## src/rtl/iz_param_frame_loader.sv

```systemverilog
// ----------------------------------------------------------------------------
// iz_param_frame_loader
//
// Upstream stage of the Izhikevich neuron. Parameter frames arrive one byte per
// valid cycle and are assembled into the four 16-bit neuron parameters
// (a, b, c, d). Each frame carries an XOR checksum. The new set is committed
// atomically only when the checksum matches. params_ready is held low while a
// frame is in flight, so the neuron freezes during a load.
//
// Frame: SYNC, a_lo, a_hi, b_lo, b_hi, c_lo, c_hi, d_lo, d_hi, CHK
//        CHK = XOR of the 8 data bytes
//
// Ports
//   clk           in   1   clock
//   reset         in   1   synchronous, active-high
//   cfg_valid     in   1   cfg_byte valid this cycle (one byte per high cycle)
//   cfg_byte      in   8   frame byte
//   param_a..d    out  16  committed parameters
//   params_ready  out  1   committed set valid and no frame in progress
//   load_busy     out  1   frame in progress
//   load_error    out  1   sticky; last frame failed (checksum or timeout)
//   frame_count   out  8   good frames committed, wraps 255->0
// ----------------------------------------------------------------------------
module iz_param_frame_loader #(
    parameter logic [7:0]  SYNC_BYTE      = 8'hA5,
    parameter int          TIMEOUT_CYCLES = 1024,
    parameter logic [15:0] DEFAULT_A      = 16'h0001,
    parameter logic [15:0] DEFAULT_B      = 16'h000D,
    parameter logic [15:0] DEFAULT_C      = 16'hEFC0,
    parameter logic [15:0] DEFAULT_D      = 16'h0200
) (
    input  logic        clk,
    input  logic        reset,
    input  logic        cfg_valid,
    input  logic [7:0]  cfg_byte,
    output logic [15:0] param_a,
    output logic [15:0] param_b,
    output logic [15:0] param_c,
    output logic [15:0] param_d,
    output logic        params_ready,
    output logic        load_busy,
    output logic        load_error,
    output logic [7:0]  frame_count
);

    localparam int TIMER_W = (TIMEOUT_CYCLES > 1) ? $clog2(TIMEOUT_CYCLES) : 1;
    localparam logic [TIMER_W-1:0] TIMER_LAST = TIMER_W'(TIMEOUT_CYCLES - 1);

    typedef enum logic [1:0] {
        IDLE  = 2'd0,
        DATA  = 2'd1,
        CHECK = 2'd2
    } state_t;

    state_t state;
    state_t state_next;

    // Shadow holds the 8 data bytes, byte 0 in bits [7:0] (a_lo).
    logic [63:0]        shadow;
    logic [2:0]         idx;
    logic [7:0]         chk_run;
    logic [TIMER_W-1:0] timer;
    // Remembers whether any frame has ever committed, so a failed frame can
    // restore params_ready to its pre-frame value.
    logic               committed;

    logic start;
    logic take_data;
    logic commit;
    logic fail;
    logic tick;

    // Next-state and per-cycle action decode. A byte on the terminal timer
    // cycle is accepted; the abort only fires when no byte arrives.
    always_comb begin
        state_next = state;
        start      = 1'b0;
        take_data  = 1'b0;
        commit     = 1'b0;
        fail       = 1'b0;
        tick       = 1'b0;
        case (state)
            IDLE: begin
                if (cfg_valid && cfg_byte == SYNC_BYTE) begin
                    start      = 1'b1;
                    state_next = DATA;
                end
            end
            DATA: begin
                if (cfg_valid) begin
                    take_data = 1'b1;
                    if (idx == 3'd7) begin
                        state_next = CHECK;
                    end
                end else if (timer == TIMER_LAST) begin
                    fail       = 1'b1;
                    state_next = IDLE;
                end else begin
                    tick = 1'b1;
                end
            end
            CHECK: begin
                if (cfg_valid) begin
                    if (cfg_byte == chk_run) begin
                        commit = 1'b1;
                    end else begin
                        fail = 1'b1;
                    end
                    state_next = IDLE;
                end else if (timer == TIMER_LAST) begin
                    fail       = 1'b1;
                    state_next = IDLE;
                end else begin
                    tick = 1'b1;
                end
            end
            default: begin
                state_next = IDLE;
            end
        endcase
    end

    always_ff @(posedge clk) begin
        if (reset) begin
            state        <= IDLE;
            shadow       <= '0;
            idx          <= '0;
            chk_run      <= '0;
            timer        <= '0;
            committed    <= 1'b0;
            param_a      <= DEFAULT_A;
            param_b      <= DEFAULT_B;
            param_c      <= DEFAULT_C;
            param_d      <= DEFAULT_D;
            params_ready <= 1'b0;
            load_busy    <= 1'b0;
            load_error   <= 1'b0;
            frame_count  <= '0;
        end else begin
            state <= state_next;

            if (start) begin
                idx          <= '0;
                chk_run      <= '0;
                timer        <= '0;
                load_busy    <= 1'b1;
                params_ready <= 1'b0;
                load_error   <= 1'b0;
            end

            if (take_data) begin
                shadow[{idx, 3'b000} +: 8] <= cfg_byte;
                chk_run                    <= chk_run ^ cfg_byte;
                idx                        <= idx + 3'd1;
                timer                      <= '0;
            end

            if (tick) begin
                timer <= timer + TIMER_W'(1);
            end

            // All four parameters load on the same edge, so no mixed set is
            // ever visible downstream.
            if (commit) begin
                param_a      <= shadow[15:0];
                param_b      <= shadow[31:16];
                param_c      <= shadow[47:32];
                param_d      <= shadow[63:48];
                params_ready <= 1'b1;
                frame_count  <= frame_count + 8'd1;
                committed    <= 1'b1;
                load_busy    <= 1'b0;
                timer        <= '0;
            end

            if (fail) begin
                load_error   <= 1'b1;
                params_ready <= committed;
                load_busy    <= 1'b0;
                timer        <= '0;
            end
        end
    end

endmodule

```

## config.mk

```make
export PLATFORM = sky130hd
export DESIGN_NAME = iz_param_frame_loader
export DESIGN_NICKNAME = d
export VERILOG_FILES = /design/src/rtl/iz_param_frame_loader.sv
export SDC_FILE = /design/constraint.sdc
export NUM_CORES = 1
export LEC_CHECK = 0
export BUFFER_PORTS_ARGS = -buffer_cell sky130_fd_sc_hd__buf_4
export CORE_ASPECT_RATIO = 0.9
export CORE_MARGIN = 3
export CORE_UTILIZATION = 57
export CTS_CLUSTER_DIAMETER = 50
export CTS_CLUSTER_SIZE = 24
export DETAILED_ROUTE_END_ITERATION = 8
export HOLD_SLACK_MARGIN = 0.05
export PLACE_DENSITY = 0.85
export SYNTH_ARGS = -nofsm -noshare
export SYNTH_HDL_FRONTEND = slang
export SYNTH_SLANG_ARGS = --single-unit
export TNS_END_PERCENT = 20
```

## constraint.sdc

```tcl
create_clock -name clk -period 3.2 [get_ports clk]
set_input_delay 0.48 -clock clk [delete_from_list [all_inputs] [get_ports clk]]
set_output_delay 0.48 -clock clk [all_outputs]
set_load 0.01 [all_outputs]
```

# Word level (Yosys, flattened, before mapping)

Cells that the tools add are included.

Register bits after elaboration: 163
Logic and storage cells: 71
Input port bits: 11

Shift operators: 2
Reductions and logical operators: 9
Multiplexer cells: 33
Add/sub/neg operators: 4
Equality and inequality tests: 8
Bitwise operators: 1

Operators by type and width:

| cell                     | count |
|---|---|
| $bwmux W64               | 1 |
| $shift A8 B8 Y64 const A | 1 |
| $shiftx A8 B8 Y64        | 1 |
| $mux W10                 | 3 |
| $mux W1                  | 18 |
| $mux W8                  | 2 |
| $add A10 B1 Y10 const B  | 1 |
| $eq A10 B10 Y1 const B   | 1 |
| $mux W2                  | 5 |
| $add A8 B1 Y8 const B    | 1 |
| $eq A8 B8 Y1             | 1 |
| $eq A8 B8 Y1 const B     | 1 |
| $neg A6 Y8               | 1 |
| $xor A8 B8 Y8            | 1 |
| $mux W3                  | 2 |
| $pmux W2 S3              | 1 |
| $reduce_bool A3 Y1       | 2 |
| $reduce_bool A2 Y1       | 2 |
| $add A3 B1 Y3 const B    | 1 |
| $eq A3 B3 Y1 const B     | 1 |
| $ne A3 B3 Y1 const B     | 1 |
| $reduce_or A3 Y1         | 1 |
| $eq A2 B1 Y1 const B     | 1 |
| $eq A2 B2 Y1 const B     | 1 |
| other kinds (6)          | 6 |

# Depth between registers and ports, before layout

Word-level depth: 7
Depth in mapped cells: 10
Mapped depth without buffers: 8

# Worst setup path before layout

Ideal clock, no wire load.

Path type: flip-flop to flip-flop
From: register idx[0]
To: register shadow[59]
Arrival: 2.241 ns
Slack: 0.889 ns
Stages on the path, launching flop included: 11
Buffers on the path: 3
Path through: dfxtp_1 -> clkbuf_1 -> inv_1 -> ha_1 -> ha_1 -> clkbuf_1 -> nor3b_1 -> and2_1 -> clkbuf_1 -> nand3_1 -> a21oi_1

Cells in the longest elaborated chain, start to end: 3
Elaborated cells on any way between the ends: 4
Classes of those cells: add/sub (1); shift (2); mux (1)

Ends and longest elaborated chain:

| element                                                      | line | text |
|---|---|---|
| start: declaration                                           | 60   | `logic [2:0] idx;` |
| start signal: assignment                                     | 154  | `idx <= idx + 3'd1;` |
| $neg A6 Y8 (*)                                               | 152  | `shadow[{idx, 3'b000} +: 8] <= cfg_byte;` |
| $shiftx A8 B8 Y64 / $shift A8 B8 Y64 (equally long branches) | 152  |  |
| $bwmux W64 (*)                                               | 152  |  |
| end signal: indexed assignment                               | 152  |  |
| end: declaration                                             | 59   | `logic [63:0] shadow;` |

Mark *: on every way between the ends. The rest lies on a longest branch, timed or not.
A chain may end at the register's enable or synchronous reset.

# Worst setup path in the final report

From: register idx[0]
To: register shadow[44]

Same word-level chain as after synthesis.

==> reports/metrics.sh <==
CTS.CLK_SLEW.WORST_PATHS_PS=60
HOLD_BUFFERS=0
ROUTED-VIA-COUNT=5819
FINAL_LAYOUT_SIZE_SUFFIX_GT1_SHARE_PCT=16.50
P_PER_AREA_nW_PER_UM2=570.5
CTS.PATH.MAX_BUFFERS=2
PLACEMENT_ROWS=36
POWER.SHARE.SWITCHING_PCT=25.33
VIAS_IN_THE_FIRST_GLOBAL_ROUTE=5306
CTS_TREE='yes'
SYNTH_AREA_PER_CELL_UM2=8.093
SYNTH_FP_NETS=847
WIRE_LENGTH_OF_THE_FIRST_GLOBAL_ROUTING_PASS_UM=25520
DIE-AREA_UM2=13020
DESIGN.FINAL.NETS=908
SETUP-TNS-FINAL_PS=0
DIE_H_UM=108.5
ROUTE.ANTENNA.REMAINING_NETS=0
SETUP_VIOLATIONS=0
GRT_SETUP_UNREPAIRED='false'
WORST-SETUP-PATH-TYPE='reg2reg'
CP.ARRIVAL_PS=2890
FLOORPLAN.INITIALDENSITY_PCT=59.86
POWER_FRAC_SEQ_PCT=46.2
CTS.ROOT.BUFFER_CELL='sky130_fd_sc_hd__clkbuf_16'
TIMING.CRITICAL_PATH.TO_TYPE='flop'
COUNT_OF_FINAL_MAX_SLEW_CHECK_FAILURES=0
MAX_CAP_VIOLATIONS=0
MAX_CLOCK_FREQ_MHz=382.5
TOTAL_SWITCHING_POWER_W=0.001150
GRT_START_MAX_NET_PINS=77
PLACE_INST=1017
POST_DRT_WL_PER_CELL_UM=14.77
FINAL.SETUP_SKEW_PS=7.360
POSTSYNTH.TOPFLOPCELL='sky130_fd_sc_hd__dfxtp_1'
SYNTH_TOP_CELL_AREA_SHARE_PCT=48.99
POST-LAYOUT-TOTAL-POWER_W=0.004539
CTS-BUFFERS-INSERTED=17
WORST_IR_DROP_VDD_mV=0.3139
POST_CTS.RESIZED_INSTANCES=0
CRIT_PATH_MAX_FANOUT=19
CLOCK-SINKS=163
RESIDUAL_DRC=0
AREA_DELTA_SYNTH_FINAL_PCT=19.46
PLACEABLE_CORE_REGION_UM2=11130
GRT_ANTENNA_BEFORE_REPAIR=0
TIMING.CRITICAL_PATH.REQUIRED_PS=3470
RANKING_OF_SYNTHESIZED_CELLS_BY_AREA='sky130_fd_sc_hd__dfxtp_1 (49%), sky130_fd_sc_hd__nand2_1 (10%), sky130_fd_sc_hd__a21oi_1 (9.1%), sky130_fd_sc_hd__nor2_1 (4.7%), sky130_fd_sc_hd__mux2i_1 (3.6%)'
GRT_UTIL_ALL_LAYERS_PCT=24.11
MAX_SLEW.WORST_PIN.SLEW_PS=849.4
POST_SYNTH_TOP_AREA_CELL='sky130_fd_sc_hd__dfxtp_1'
GRT_OVERFLOW=0
ANTENNA_CELLS=0
SYN_INST=823
HP-CLASS='in2reg'
SLEW_HEADROOM_PCT=43.37
RUN_STATUS='completed'
DR.PASS1.ITERS=6
BOUNDARY_PINS=86
LAYOUT_WORST_PATH_CYCLE_SHARE_PCT=81.71
DIE_WIDTH_UM=119.9
YS_SEQ_AREA_SHARE_PCT=48.99
DP_HPWL_UM=10090
TIMING.FINAL.HOLD_VIOLATIONS=0
GLOBALPLACE.CONGESTION=0.8096
SYNTH.YOSYS.WARNINGS=0
COMBPWRFRAC_PCT=9.1
WL_UM=15490
NUMPORTBUFFERS=85
VIA_PER_INST=5.547
HTREE_LEVELS=4
FINAL_CELLS=1049
CLOCK_LATENCY_PS=420
CTS.REPAIR_TIMING.SETUP_BUFFER_COUNT=0
DRT-INITIAL-DRC-COUNT=550
FIN_AREA_UM2=7956
INTPOWER_W=0.003389
SYNTH-EDFF-COUNT=0
POST_SYNTH_NUM_CELL_TYPES=47
LAYOUT_MIN_CYCLE_TIME_PS=2615
CELL_AREA_REPORTED_AFTER_DETAILED_PLACEMENT_UM2=7365
POSTSYNTHREGISTERBITS=163
P_LEAK_nW=3.176
SYNTHARSTFLOPSHARE_PCT=0
SYN_AREA_UM2=6660
CLOCKPOWERSHARE_PCT=44.7
STARTPOINT_TYPE_OF_THE_WORST_SETUP_PATH='flop'
## power by group through the flow
stage | logic [W] | clock network (W) | registers, W
6_report | 0.000414 | 0.00203 | 0.00209
5_1_grt | 0.000462 | 0.00212 | 0.00210
2_1_floorplan | 0.000318 | 0 | 0.00213
3_5_place_dp | 0.000409 | 0 | 0.00214
3_3_place_gp | 0.000401 | 0 | 0.00214
4_1_cts | 0.000411 | 0.00204 | 0.00209
## Yosys cell counts (3+ instances only)
| master | count |
|---|---|
| sky130_fd_sc_hd__dfxtp_1 | 163 |
| sky130_fd_sc_hd__ha_1 | 13 |
| sky130_fd_sc_hd__and2_1 | 4 |
| sky130_fd_sc_hd__mux2i_1 | 24 |
| sky130_fd_sc_hd__and3_1 | 10 |
| sky130_fd_sc_hd__o31ai_1 | 3 |
| sky130_fd_sc_hd__nor4_1 | 3 |
| sky130_fd_sc_hd__o21ai_1 | 8 |
| sky130_fd_sc_hd__nand3_1 | 47 |
| sky130_fd_sc_hd__a21oi_1 | 121 |
| sky130_fd_sc_hd__o21ai_0 | 15 |
| sky130_fd_sc_hd__nand4_1 | 7 |
| sky130_fd_sc_hd__nand3b_1 | 12 |
| sky130_fd_sc_hd__xnor2_1 | 10 |
| sky130_fd_sc_hd__a21oi_2 | 3 |
| sky130_fd_sc_hd__inv_1 | 12 |
| sky130_fd_sc_hd__clkbuf_1 | 37 |
| sky130_fd_sc_hd__nand2_1 | 185 |
| sky130_fd_sc_hd__or3_1 | 7 |
| sky130_fd_sc_hd__nor2_1 | 84 |
| sky130_fd_sc_hd__nor2b_1 | 3 |
| sky130_fd_sc_hd__buf_2 | 17 |
## final timing paths
check	startpoint	endpoint	slack [ps]	depth (start not counted)
setup / recovery	idx[0]$_SDFFE_PP0P_	shadow[44]$_SDFFE_PP0P_	590	8
hold reg to reg	param_c[12]$_SDFFE_PP0P_	param_c[12]$_SDFFE_PP0P_	450	2
hold / removal	reset	shadow[8]$_SDFFE_PP0P_	290	2
setup reg to reg	idx[0]$_SDFFE_PP0P_	shadow[44]$_SDFFE_PP0P_	590	8
## routing by layer
metal | global-route usage [%] | up-vias | routed length (um)
met5 | 0 | - | 0
met4 | 7.195 | 0 | 263
met3 | 5.753 | 23 | 1018
met2 | 39.31 | 190 | 7243
met1 | 32.04 | 2724 | 6967
li1 | - | 2882 | -
## per-stage QoR
step | util, % | hold slack, ps | setup WS [ps]
2_1_floorplan | - | 431.5 | 888.9
3_3_place_gp | 66.19 | 435.5 | 778.2
3_5_place_dp | 66.19 | 447.2 | 660.8
4_1_cts | 71.51 | 281.5 | 622.0
5_1_grt | 71.51 | 293.8 | 342.6
6_report | 71.51 | 294.0 | 585.3
## logic make-up after synthesis
family	share of synthesized area, %
simple gates	26.02
buf+inv	4.339
fa+ha+maj	2.442
flops	48.99
compound gates	13.11
mux	3.776
xor+xnor	1.315
## registers in the layout, indices dropped and copies added (netlist names)
| name | cells |
|---|---|
| frame_count | 8 |
| timer | 10 |
| shadow | 64 |
| param_b | 16 |
| chk_run | 8 |
| params_ready | 1 |
| param_c | 16 |
| committed | 1 |
| param_a | 16 |
| state | 2 |
| idx | 3 |
| load_error | 1 |
| load_busy | 1 |
| param_d | 16 |
## critical path: stages, from the launching register on
cell and delay, ps:
sky130_fd_sc_hd__dfxtp_1 650, sky130_fd_sc_hd__inv_1 150, sky130_fd_sc_hd__ha_1 230, sky130_fd_sc_hd__ha_1 340, sky130_fd_sc_hd__nor3b_1 460, sky130_fd_sc_hd__buf_4 250, sky130_fd_sc_hd__nand2_1 180, sky130_fd_sc_hd__nand2_1 140
sky130_fd_sc_hd__a21oi_1 70
## area by class of cell
cell class	count	area (um^2)
inverters	12	45.04
well taps	152	190.2
fillers	869	3169
flip-flops and latches	163	3263
clock buffers	18	439.2
clock inverters	14	152.6
multi-input cells	591	3123
repair buffers	99	743.2
## layout by cell type, fill, tap and decap left out, types with 4 or more instances in the layout
| master | n |
|---|---|
| sky130_fd_sc_hd__nand2_1 | 185 |
| sky130_fd_sc_hd__dfxtp_1 | 163 |
| sky130_fd_sc_hd__a21oi_1 | 121 |
| sky130_fd_sc_hd__buf_4 | 99 |
| sky130_fd_sc_hd__nor2_1 | 84 |
| sky130_fd_sc_hd__nand3_1 | 47 |
| sky130_fd_sc_hd__mux2i_1 | 24 |
| sky130_fd_sc_hd__clkbuf_16 | 17 |
| sky130_fd_sc_hd__o21ai_0 | 15 |
| sky130_fd_sc_hd__ha_1 | 13 |
| sky130_fd_sc_hd__inv_1 | 12 |
| sky130_fd_sc_hd__nand3b_1 | 12 |
| sky130_fd_sc_hd__and3_1 | 10 |
| sky130_fd_sc_hd__xnor2_1 | 10 |
| sky130_fd_sc_hd__o21ai_1 | 8 |
| sky130_fd_sc_hd__or3_1 | 7 |
| sky130_fd_sc_hd__nand4_1 | 7 |
| sky130_fd_sc_hd__and2_1 | 4 |
(Power assumes the default switching activity.)
